**src/rtl/ps2_key_tracker.sv**
```systemverilog
// PS/2 keyboard receiver: deframes 11-bit packets, decodes E0/F0 prefixes, tracks NUM_KEYS key states.
// Latency: 2 CLK sync + up to CLK_DIV tick quantisation; outputs register on the edge ending the CHECK tick.
// Backpressure: none; the keyboard cannot be stalled, so every decoded byte is presented as a one-CLK pulse.
module ps2_key_tracker #(
    parameter int CLK_DIV       = 250,
    parameter int TIMEOUT_TICKS = 4000,
    parameter int NUM_KEYS      = 4,
    parameter logic [NUM_KEYS*9-1:0] KEY_CODES = {9'h174, 9'h16B, 9'h172, 9'h175}
) (
    input  logic                CLK,
    input  logic                RST,
    input  logic                PS2_CLK,
    input  logic                PS2_DATA,
    output logic [NUM_KEYS-1:0] KEY_DOWN,
    output logic [NUM_KEYS-1:0] KEY_PRESS,
    output logic                CODE_VALID,
    output logic [7:0]          CODE,
    output logic                CODE_EXT,
    output logic                CODE_BREAK,
    output logic                FRAME_ERR,
    output logic [7:0]          ERR_COUNT
);

    localparam int DIV_W = (CLK_DIV > 1) ? $clog2(CLK_DIV) : 1;
    localparam int TO_W  = $clog2(TIMEOUT_TICKS + 1);

    typedef enum logic [1:0] {
        ST_IDLE  = 2'd0,
        ST_RECV  = 2'd1,
        ST_CHECK = 2'd2
    } state_t;

    logic [1:0]          ps2_clk_sync_q, ps2_data_sync_q;
    logic [DIV_W-1:0]    div_cnt_q, div_cnt_d;
    logic                prev_clk_q, prev_clk_d;
    state_t              state_q, state_d;
    logic [10:0]         frame_q, frame_d;
    logic [3:0]          bitcnt_q, bitcnt_d;
    logic [TO_W-1:0]     idle_cnt_q, idle_cnt_d;
    logic                ext_q, ext_d;
    logic                brk_q, brk_d;
    logic                code_valid_q, code_valid_d;
    logic [7:0]          code_q, code_d;
    logic                code_ext_q, code_ext_d;
    logic                code_break_q, code_break_d;
    logic                frame_err_q, frame_err_d;
    logic [7:0]          err_count_q, err_count_d;
    logic [NUM_KEYS-1:0] key_down_q, key_down_d;
    logic [NUM_KEYS-1:0] key_press_q, key_press_d;

    logic       tick;
    logic       fall;
    logic       ps2_clk_s;
    logic       ps2_data_s;
    logic       byte_vld;
    logic       rx_err;
    logic [7:0] rx_byte;

    assign ps2_clk_s  = ps2_clk_sync_q[1];
    assign ps2_data_s = ps2_data_sync_q[1];
    assign tick       = (div_cnt_q == DIV_W'(CLK_DIV - 1));
    assign fall       = tick && !ps2_clk_s && prev_clk_q;
    assign rx_byte    = frame_q[8:1];

    always_comb begin
        div_cnt_d  = tick ? '0 : div_cnt_q + 1'b1;
        prev_clk_d = tick ? ps2_clk_s : prev_clk_q;
    end

    // Receiver: bits land at frame[bitcnt], so frame[0] is the start bit.
    always_comb begin
        state_d    = state_q;
        frame_d    = frame_q;
        bitcnt_d   = bitcnt_q;
        idle_cnt_d = idle_cnt_q;
        byte_vld   = 1'b0;
        rx_err     = 1'b0;
        if (tick) begin
            case (state_q)
                ST_IDLE: begin
                    if (fall) begin
                        frame_d    = '0;
                        frame_d[0] = ps2_data_s;
                        bitcnt_d   = 4'd1;
                        idle_cnt_d = '0;
                        state_d    = ST_RECV;
                    end
                end
                ST_RECV: begin
                    if (fall) begin
                        frame_d[bitcnt_q] = ps2_data_s;
                        bitcnt_d          = bitcnt_q + 4'd1;
                        idle_cnt_d        = '0;
                        if (bitcnt_q == 4'd10) begin
                            state_d = ST_CHECK;
                        end
                    end else if (idle_cnt_q == TO_W'(TIMEOUT_TICKS - 1)) begin
                        rx_err     = 1'b1;
                        idle_cnt_d = '0;
                        state_d    = ST_IDLE;
                    end else begin
                        idle_cnt_d = idle_cnt_q + 1'b1;
                    end
                end
                ST_CHECK: begin
                    state_d = ST_IDLE;
                    if (!frame_q[0] && frame_q[10] && (^frame_q[9:1])) begin
                        byte_vld = 1'b1;
                    end else begin
                        rx_err = 1'b1;
                    end
                end
                default: state_d = ST_IDLE;
            endcase
        end
    end

    // Decoder and key table; both resolve in the same cycle as the CHECK tick.
    always_comb begin
        ext_d        = ext_q;
        brk_d        = brk_q;
        code_valid_d = 1'b0;
        code_d       = code_q;
        code_ext_d   = code_ext_q;
        code_break_d = code_break_q;
        frame_err_d  = rx_err;
        err_count_d  = err_count_q;
        key_down_d   = key_down_q;
        key_press_d  = '0;

        if (rx_err) begin
            ext_d = 1'b0;
            brk_d = 1'b0;
            if (err_count_q != 8'hFF) begin
                err_count_d = err_count_q + 8'd1;
            end
        end else if (byte_vld) begin
            case (rx_byte)
                8'hE0: ext_d = 1'b1;
                8'hF0: brk_d = 1'b1;
                8'hAA, 8'hFA, 8'hEE, 8'hFE, 8'h00, 8'hFF: begin
                    ext_d = 1'b0;
                    brk_d = 1'b0;
                end
                default: begin
                    code_valid_d = 1'b1;
                    code_d       = rx_byte;
                    code_ext_d   = ext_q;
                    code_break_d = brk_q;
                    ext_d        = 1'b0;
                    brk_d        = 1'b0;
                end
            endcase
        end

        if (code_valid_d) begin
            for (int i = 0; i < NUM_KEYS; i++) begin
                if ({code_ext_d, code_d} == KEY_CODES[9*i +: 9]) begin
                    if (code_break_d) begin
                        key_down_d[i] = 1'b0;
                    end else begin
                        key_press_d[i] = !key_down_q[i];
                        key_down_d[i]  = 1'b1;
                    end
                end
            end
        end
    end

    always_ff @(posedge CLK) begin
        if (RST) begin
            ps2_clk_sync_q  <= 2'b11;
            ps2_data_sync_q <= 2'b11;
            div_cnt_q       <= '0;
            prev_clk_q      <= 1'b1;
            state_q         <= ST_IDLE;
            frame_q         <= '0;
            bitcnt_q        <= '0;
            idle_cnt_q      <= '0;
            ext_q           <= 1'b0;
            brk_q           <= 1'b0;
            code_valid_q    <= 1'b0;
            code_q          <= '0;
            code_ext_q      <= 1'b0;
            code_break_q    <= 1'b0;
            frame_err_q     <= 1'b0;
            err_count_q     <= '0;
            key_down_q      <= '0;
            key_press_q     <= '0;
        end else begin
            ps2_clk_sync_q  <= {ps2_clk_sync_q[0], PS2_CLK};
            ps2_data_sync_q <= {ps2_data_sync_q[0], PS2_DATA};
            div_cnt_q       <= div_cnt_d;
            prev_clk_q      <= prev_clk_d;
            state_q         <= state_d;
            frame_q         <= frame_d;
            bitcnt_q        <= bitcnt_d;
            idle_cnt_q      <= idle_cnt_d;
            ext_q           <= ext_d;
            brk_q           <= brk_d;
            code_valid_q    <= code_valid_d;
            code_q          <= code_d;
            code_ext_q      <= code_ext_d;
            code_break_q    <= code_break_d;
            frame_err_q     <= frame_err_d;
            err_count_q     <= err_count_d;
            key_down_q      <= key_down_d;
            key_press_q     <= key_press_d;
        end
    end

    assign KEY_DOWN   = key_down_q;
    assign KEY_PRESS  = key_press_q;
    assign CODE_VALID = code_valid_q;
    assign CODE       = code_q;
    assign CODE_EXT   = code_ext_q;
    assign CODE_BREAK = code_break_q;
    assign FRAME_ERR  = frame_err_q;
    assign ERR_COUNT  = err_count_q;

endmodule

```
**config.mk**
```make
export PLATFORM = sky130hd
export DESIGN_NAME = ps2_key_tracker
export DESIGN_NICKNAME = d
export VERILOG_FILES = /design/src/rtl/ps2_key_tracker.sv
export SDC_FILE = /design/constraint.sdc
export NUM_CORES = 1
export LEC_CHECK = 0
export ABC_AREA = 1
export CORE_MARGIN = 2
export CORE_UTILIZATION = 58
export DETAILED_ROUTE_END_ITERATION = 8
export PLACE_DENSITY = 0.86
export SLEW_MARGIN = 15
export SYNTH_ARGS = -nofsm -noshare
export SYNTH_HDL_FRONTEND = slang
export SYNTH_SLANG_ARGS = --single-unit
```
**constraint.sdc**
```tcl
create_clock -name CLK -period 3.1 [get_ports CLK]
set_clock_uncertainty 0.2 [all_clocks]
set_input_delay 0.31 -clock CLK [delete_from_list [all_inputs] [get_ports CLK]]
set_output_delay 0.31 -clock CLK [all_outputs]
set_load 0.02 [all_outputs]
```
* Yosys cells after proc, flatten, opt, wreduce, memory -nomap -nowiden *
Index checks and enable logic that the tools add are counted.
W data, S select, Z words.

word-level totals
  flip-flop bits (word level) = 72
  word-level logic and storage cells = 131
  bits of input ports = 4
  output and inout bits = 28

operators by class
  bitwise logic cells = 7
  magnitude comparators = 2
  $add $sub $neg = 4
  reduce and logical (&&, ||, !) cells = 32
  multiplexer cells = 41
  equality and inequality tests = 21

operator list
  kind                     count
  $eq A8 B8 Y1 const B     8
  $eq A9 B9 Y1 const B     4
  $mux W12                 3
  $mux W8                  3
  $pmux W12 S2             1
  $mux W11                 2
  $pmux W11 S2             1
  $mux W1                  18
  $add A8 B1 Y8 const B    2
  $reduce_or A4 Y1         4
  $reduce_and A2 Y1        7
  $add A12 B1 Y12 const B  1
  $eq A12 B12 Y1 const B   1
  $bwmux W11               1
  $reduce_xor A9 Y1        1
  $logic_not A8 Y1         1
  $mux W2                  4
  $mux W4                  2
  $ne A8 B8 Y1 const B     1
  $pmux W4 S2              1
  $reduce_and A4 Y1        2
  $reduce_or A8 Y1         1
  $not A1 Y1               7
  $logic_not A1 Y1         6
  16 further kinds         25

* Logic depth before layout (Yosys ltp) *
  word-level depth = 11
  gate-level depth with buffers = 21
  depth with buffers taken out = 20

* Least setup slack after synthesis *
Ideal clock, no wire load.

  path type = reg-to-reg
  from = register frame_q[1]
  to = register key_down_q[0] (netlist: KEY_DOWN[0])
  path slack = 0.673 ns
  period minus slack after synthesis = 2.427 ns
  buffers on the path = 1
  cell stages (with the launch flop) = 20
  library setup time = 0.113 ns
  data required time = 2.787 ns
  arrival = 2.114 ns
  cell sequence = dfxtp_1 -> inv_1 -> ha_1 -> inv_1 -> nand2_1 -> nand3_1 -> nand3_1 -> nand2_1 -> nand2_1 -> nand2_1 -> nand2_4 -> nand2_4 -> buf_6 -> nand3_2 -> nand2_2 -> nand2_2 -> nor2_8 -> nand2_1 -> nand2_1 -> nand2_1

between the ends
  longest elaborated chain between the ends = 9
  elaborated cells between the ends (all ways) = 32
  classes of those cells = 8 x eq/ne; 19 x mux; 5 x reduce/logical

ends and longest elaborated chain
  what                                       line  text
  from (decl)                                37    logic [10:0] frame_q, frame_d;
  from (signal assigned)                     196   frame_q <= frame_d;
  $reduce_xor A9 Y1                          107   if (!frame_q[0] && frame_q[10] && (^frame_q[9:1])) begin
  $logic_and A1 B1 Y1                        107
  $mux W1                                    107
  $mux W1                                    79    case (state_q)
  $mux W1                                    78    if (tick) begin
  $mux W8 / $mux W1 (equally long branches)  137   end else if (byte_vld) begin
  $mux W8 / $mux W1 (equally long branches)  131   if (rx_err) begin
  $eq A9 B9 Y1                               158   if ({code_ext_d, code_d} == KEY_CODES[9*i +: 9]) begin
  $reduce_and A2 Y1 (no source line)         --
  to (signal assigned)                       207   key_down_q <= key_down_d;
  to (decl)                                  48    logic [NUM_KEYS-1:0] key_down_q, key_down_d;

Parallel ways exist; a longest one is shown, timed or not.
A chain may end at the register's enable or synchronous reset.

* Worst setup path after layout *
  from = register frame_q[1]
  to = register key_press_q[2] (netlist: KEY_PRESS[2])

between the ends
  longest elaborated chain between the ends = 10
  elaborated cells between the ends (all ways) = 33
  classes of those cells = 8 x eq/ne; 18 x mux; 2 x bitwise; 5 x reduce/logical

ends and longest elaborated chain
  what                                       line  text
  $reduce_xor A9 Y1                          107
  $logic_and A1 B1 Y1                        107
  $mux W1                                    107
  $mux W1                                    79
  $mux W1                                    78
  $mux W8 / $mux W1 (equally long branches)  137
  $mux W8 / $mux W1 (equally long branches)  131
  $eq A9 B9 Y1                               158
  $not A1 Y1 (no source line)                --
  $reduce_or A4 Y1 (no source line) (*)      --
  to (signal assigned)                       208   key_press_q <= key_press_d;
  to (decl)                                  49    logic [NUM_KEYS-1:0] key_press_q, key_press_d;

Mark *: on every way between the ends. The rest lies on a longest branch, timed or not.

==> results.py <==
metrics = {
    "worst_hold_path": {
        "worstHoldStart": "ps2_data_sync_q[0]$_SDFF_PP1_",
        "holdPathStages": 1,
        "min_path_type": "register to register",
        "whs_endpoint": "ps2_data_sync_q[1]$_SDFF_PP1_",
    },
    "yosys": {
        "synth_cells": 544,
        "synth.distinct_cells": 48,
        "ys_warn_count": 0,
        "synth_edf_count": 0,
        "synthesis.nets": 571,
        "synth_area_um2": 3990,
        "yosys_register_bits": 72,
        "async_flop_share": 0,
        "ys_seq_area_frac": 0.361,
        "syn_avg_cell_area_um2": 7.33,
        "synthFlopType": "dfxtp_1",
    },
    "clocking": {
        "clk_pin_slew_ns": 0.09,
        "clock_tree.buffer_depth": 2,
        "post_cts_buffers": 0,
        "clk_latency_ns": 0.37,
        "cts-resized-gates": 0,
        "cts.sinks": 72,
        "root_buffer": "clkbuf_8",
        "cts_hold_buf": 0,
        "tritoncts": "done",
        "cts_buffers": 9,
        "ctsHtreeMaxLevel": 3,
    },
    "power_and_ir_drop": {
        "power_density_nw_per_um2": 364,
        "p_leak_nw": 1.95,
        "total_power_mw": 1.66,
        "vdd_drop_max_mv": 0.249,
    },
    "sta": {
        "final_hold_viol_count": 0,
        "worst_pin_slew_ns": 0.385,
        "setup_violations": 0,
        "finalMaxSlewViolations": 0,
        "fmax_ghz": 0.357,
        "min_period_over_period": 0.903,
        "relSlewSlack": 0.742,
        "min_period_ns": 2.80,
        "rsz0062_at_grt": "false",
        "fin_tns_setup_ns": 0,
    },
    "global_route": {
        "grt_util_all_layers": 0.240,
        "grt_max_degree": 22,
        "grt-ovfl-total": 0,
        "grt_antenna_before_repair": 0,
        "grt_pass1_vias": 3338,
        "grt_first_pass_wirelength_um": 14300,
    },
    "final_layout": {
        "nNetsFinal": 607,
        "instances_no_fill": 665,
        "synthToLayoutAreaGrowth_pct": 14.2,
        "num_antenna_cells": 0,
        "post_route_cells_drive_above_1_share": 0.111,
    },
    "flow_run": {
        "maxCapViolCount": 0,
    },
    "critical_path": {
        "crit_fanout": 21,
        "slowest_delay_ns": 0.43,
        "criticalPathCategory": "register to register",
        "reg2reg_depth": 18,
        "worstPathCellList": "inv_1 -> ha_1 -> inv_1 -> nand2_1 -> nand3_1 -> nand2_1 -> nand2_1 -> nand2_1 -> nand2_1 -> nand2_1 -> nand2_4 -> nand2_4 -> nand2_4 -> nand2_1 -> nand2_1 -> nor2_1 -> nand4_1 -> nor2_1",
        "crit_slowest_cell": "dfxtp_1",
        "endpoint_kind": "register",
        "cp.arrival_ns": 2.91,
        "worstPathRequired_ns": 3.21,
        "crit_path_start_kind": "register",
        "critPathMostFrequentCell": "nand2_1",
        "r2r_setup_slack_ns": 0.30,
        "r2r-end": "KEY_PRESS[2]$_SDFF_PP0_",
        "r2r_start": "frame_q[1]$_SDFFE_PP0P_",
    },
    "floorplanning": {
        "row_count": 30,
        "die_area_um2": 7560,
        "ios": 32,
        "initial_core_util": 0.594,
        "core-area_um2": 6720,
        "die_w_um": 86.9,
        "die_h_um": 86.9,
    },
    "placement": {
        "gp_congestion": 0.892,
        "hpwl_um": 6300,
        "dp.cells": 649,
        "io_buffers": 31,
    },
    "detailed_routing": {
        "wl_per_cell_um": 12.4,
        "routed_wl_um": 8240,
        "drc": 0,
        "ant_nets": 0,
        "vias_per_cell": 5.35,
        "routed-via-count": 3556,
        "first_pass_iters": 5,
        "drtIter0Drc": 232,
    },
    "outcome": {
        "outcome": "complete, no violations",
    },
}
==> worst max path at each step <==
stage	from	to	slack (ns)
2_1_floorplan	frame_q[1]$_SDFFE_PP0P_	KEY_DOWN[0]$_SDFFE_PP0P_	0.67
3_3_place_gp	frame_q[1]$_SDFFE_PP0P_	KEY_DOWN[1]$_SDFFE_PP0P_	0.43
3_5_place_dp	frame_q[1]$_SDFFE_PP0P_	KEY_DOWN[1]$_SDFFE_PP0P_	0.33
4_1_cts	frame_q[1]$_SDFFE_PP0P_	KEY_PRESS[2]$_SDFF_PP0_	0.31
5_1_grt	frame_q[1]$_SDFFE_PP0P_	KEY_DOWN[1]$_SDFFE_PP0P_	0.04
6_report	frame_q[1]$_SDFFE_PP0P_	KEY_PRESS[2]$_SDFF_PP0_	0.30
==> sequential cells by signal, summed over array words and instances (netlist names), 2 cells and up <==
| signal | cells |
|---|---|
| idle_cnt_q | 12 |
| frame_q | 11 |
| CODE | 8 |
| ERR_COUNT | 8 |
| div_cnt_q | 8 |
| KEY_DOWN | 4 |
| KEY_PRESS | 4 |
| bitcnt_q | 4 |
| ps2_clk_sync_q | 2 |
| ps2_data_sync_q | 2 |
| state_q | 2 |
==> cells by family after synthesis <==
| group | Yosys count | share of synthesized area |
|---|---|---|
| buffers and inverters | 85 | 0.0847 |
| DFF | 72 | 0.361 |
| adders and majority gates | 23 | 0.0721 |
| and+or+nand+nor | 288 | 0.362 |
| xor gates and xnor gates | 5 | 0.0110 |
| AOI/OAI and AO/OA | 71 | 0.109 |
==> critical path, delay by kind of cell (launching register included) <==
family	cells	cell delay [ns]
adders and majority gates	1	0.32
DFF	1	0.43
buffers and inverters	2	0.17
and+or+nand+nor	15	1.62
==> metrics by stage <==
stage          hold WS [ns]  area, um2  setup slack, ns   util
3_5_place_dp          0.196       4370            0.328  0.651
5_1_grt               0.235       4560           0.0436  0.678
2_1_floorplan         0.189       3990            0.673      -
4_1_cts               0.214       4560            0.310  0.678
6_report              0.211       4560            0.300  0.678
3_3_place_gp          0.192       4370            0.432  0.651
==> per-layer routing <==
layer	GRT usage	part of all wire	vias up
met3	0.0607	0.051	19
li1	-	-	1830
met1	0.301	0.46	1622
met2	0.389	0.47	85
met5	0	0	-
met4	0.104	0.020	0
==> placed cells by master, fill, tap and decap left out, types with 10 or more instances in the layout <==
cell | synthesis | final
inv_1 | 69 | 69
a21oi_1 | 28 | 28
nand2_1 | 128 | 128
o21ai_0 | 17 | 17
nand4_1 | 10 | 10
ha_1 | 23 | 23
clkdlybuf4s50_1 | 0 | 31
clkbuf_8 | 0 | 10
dfxtp_1 | 72 | 72
nand3_1 | 42 | 42
nor2_1 | 56 | 56
==> layout make-up <==
| cell class | count | area [um2] |
|---|---|---|
| Multi-Input combinational cell | 387 | 2210 |
| Fill cell | 548 | 2160 |
| Sequential cell | 72 | 1440 |
| Timing Repair Buffer | 34 | 333 |
| Inverter | 76 | 290 |
| Clock buffer | 10 | 138 |
| Tap cell | 80 | 100 |
| Clock inverter | 6 | 43.8 |
==> report_power, final <==
group	total (mW)	switching (mW)	internal, mW
sequential	0.934	0.00443	0.930
combinational	0.0362	0.0233	0.0129
clock	0.690	0.375	0.314
==> synth_stat cells (3+ instances only) <==
| library cell | count | area (um2) |
|---|---|---|
| a211oi_1 | 3 | 22.5 |
| a21oi_1 | 28 | 140 |
| a22oi_1 | 5 | 37.5 |
| a311oi_1 | 3 | 26.3 |
| clkbuf_1 | 5 | 18.8 |
| dfxtp_1 | 72 | 1440 |
| ha_1 | 23 | 288 |
| inv_1 | 69 | 259 |
| inv_2 | 4 | 15.0 |
| nand2_1 | 128 | 480 |
| nand2_2 | 7 | 43.8 |
| nand2_4 | 5 | 56.3 |
| nand3_1 | 42 | 210 |
| nand3_2 | 6 | 60.1 |
| nand4_1 | 10 | 62.6 |
| nor2_1 | 56 | 210 |
| nor2_2 | 4 | 25.0 |
| nor2_8 | 3 | 60.1 |
| nor3_1 | 6 | 30.0 |
| o21ai_0 | 17 | 85.1 |
| o21ai_1 | 3 | 15.0 |
| or2_2 | 5 | 31.3 |
| xor2_1 | 3 | 26.3 |
(Power assumes the default switching activity.)
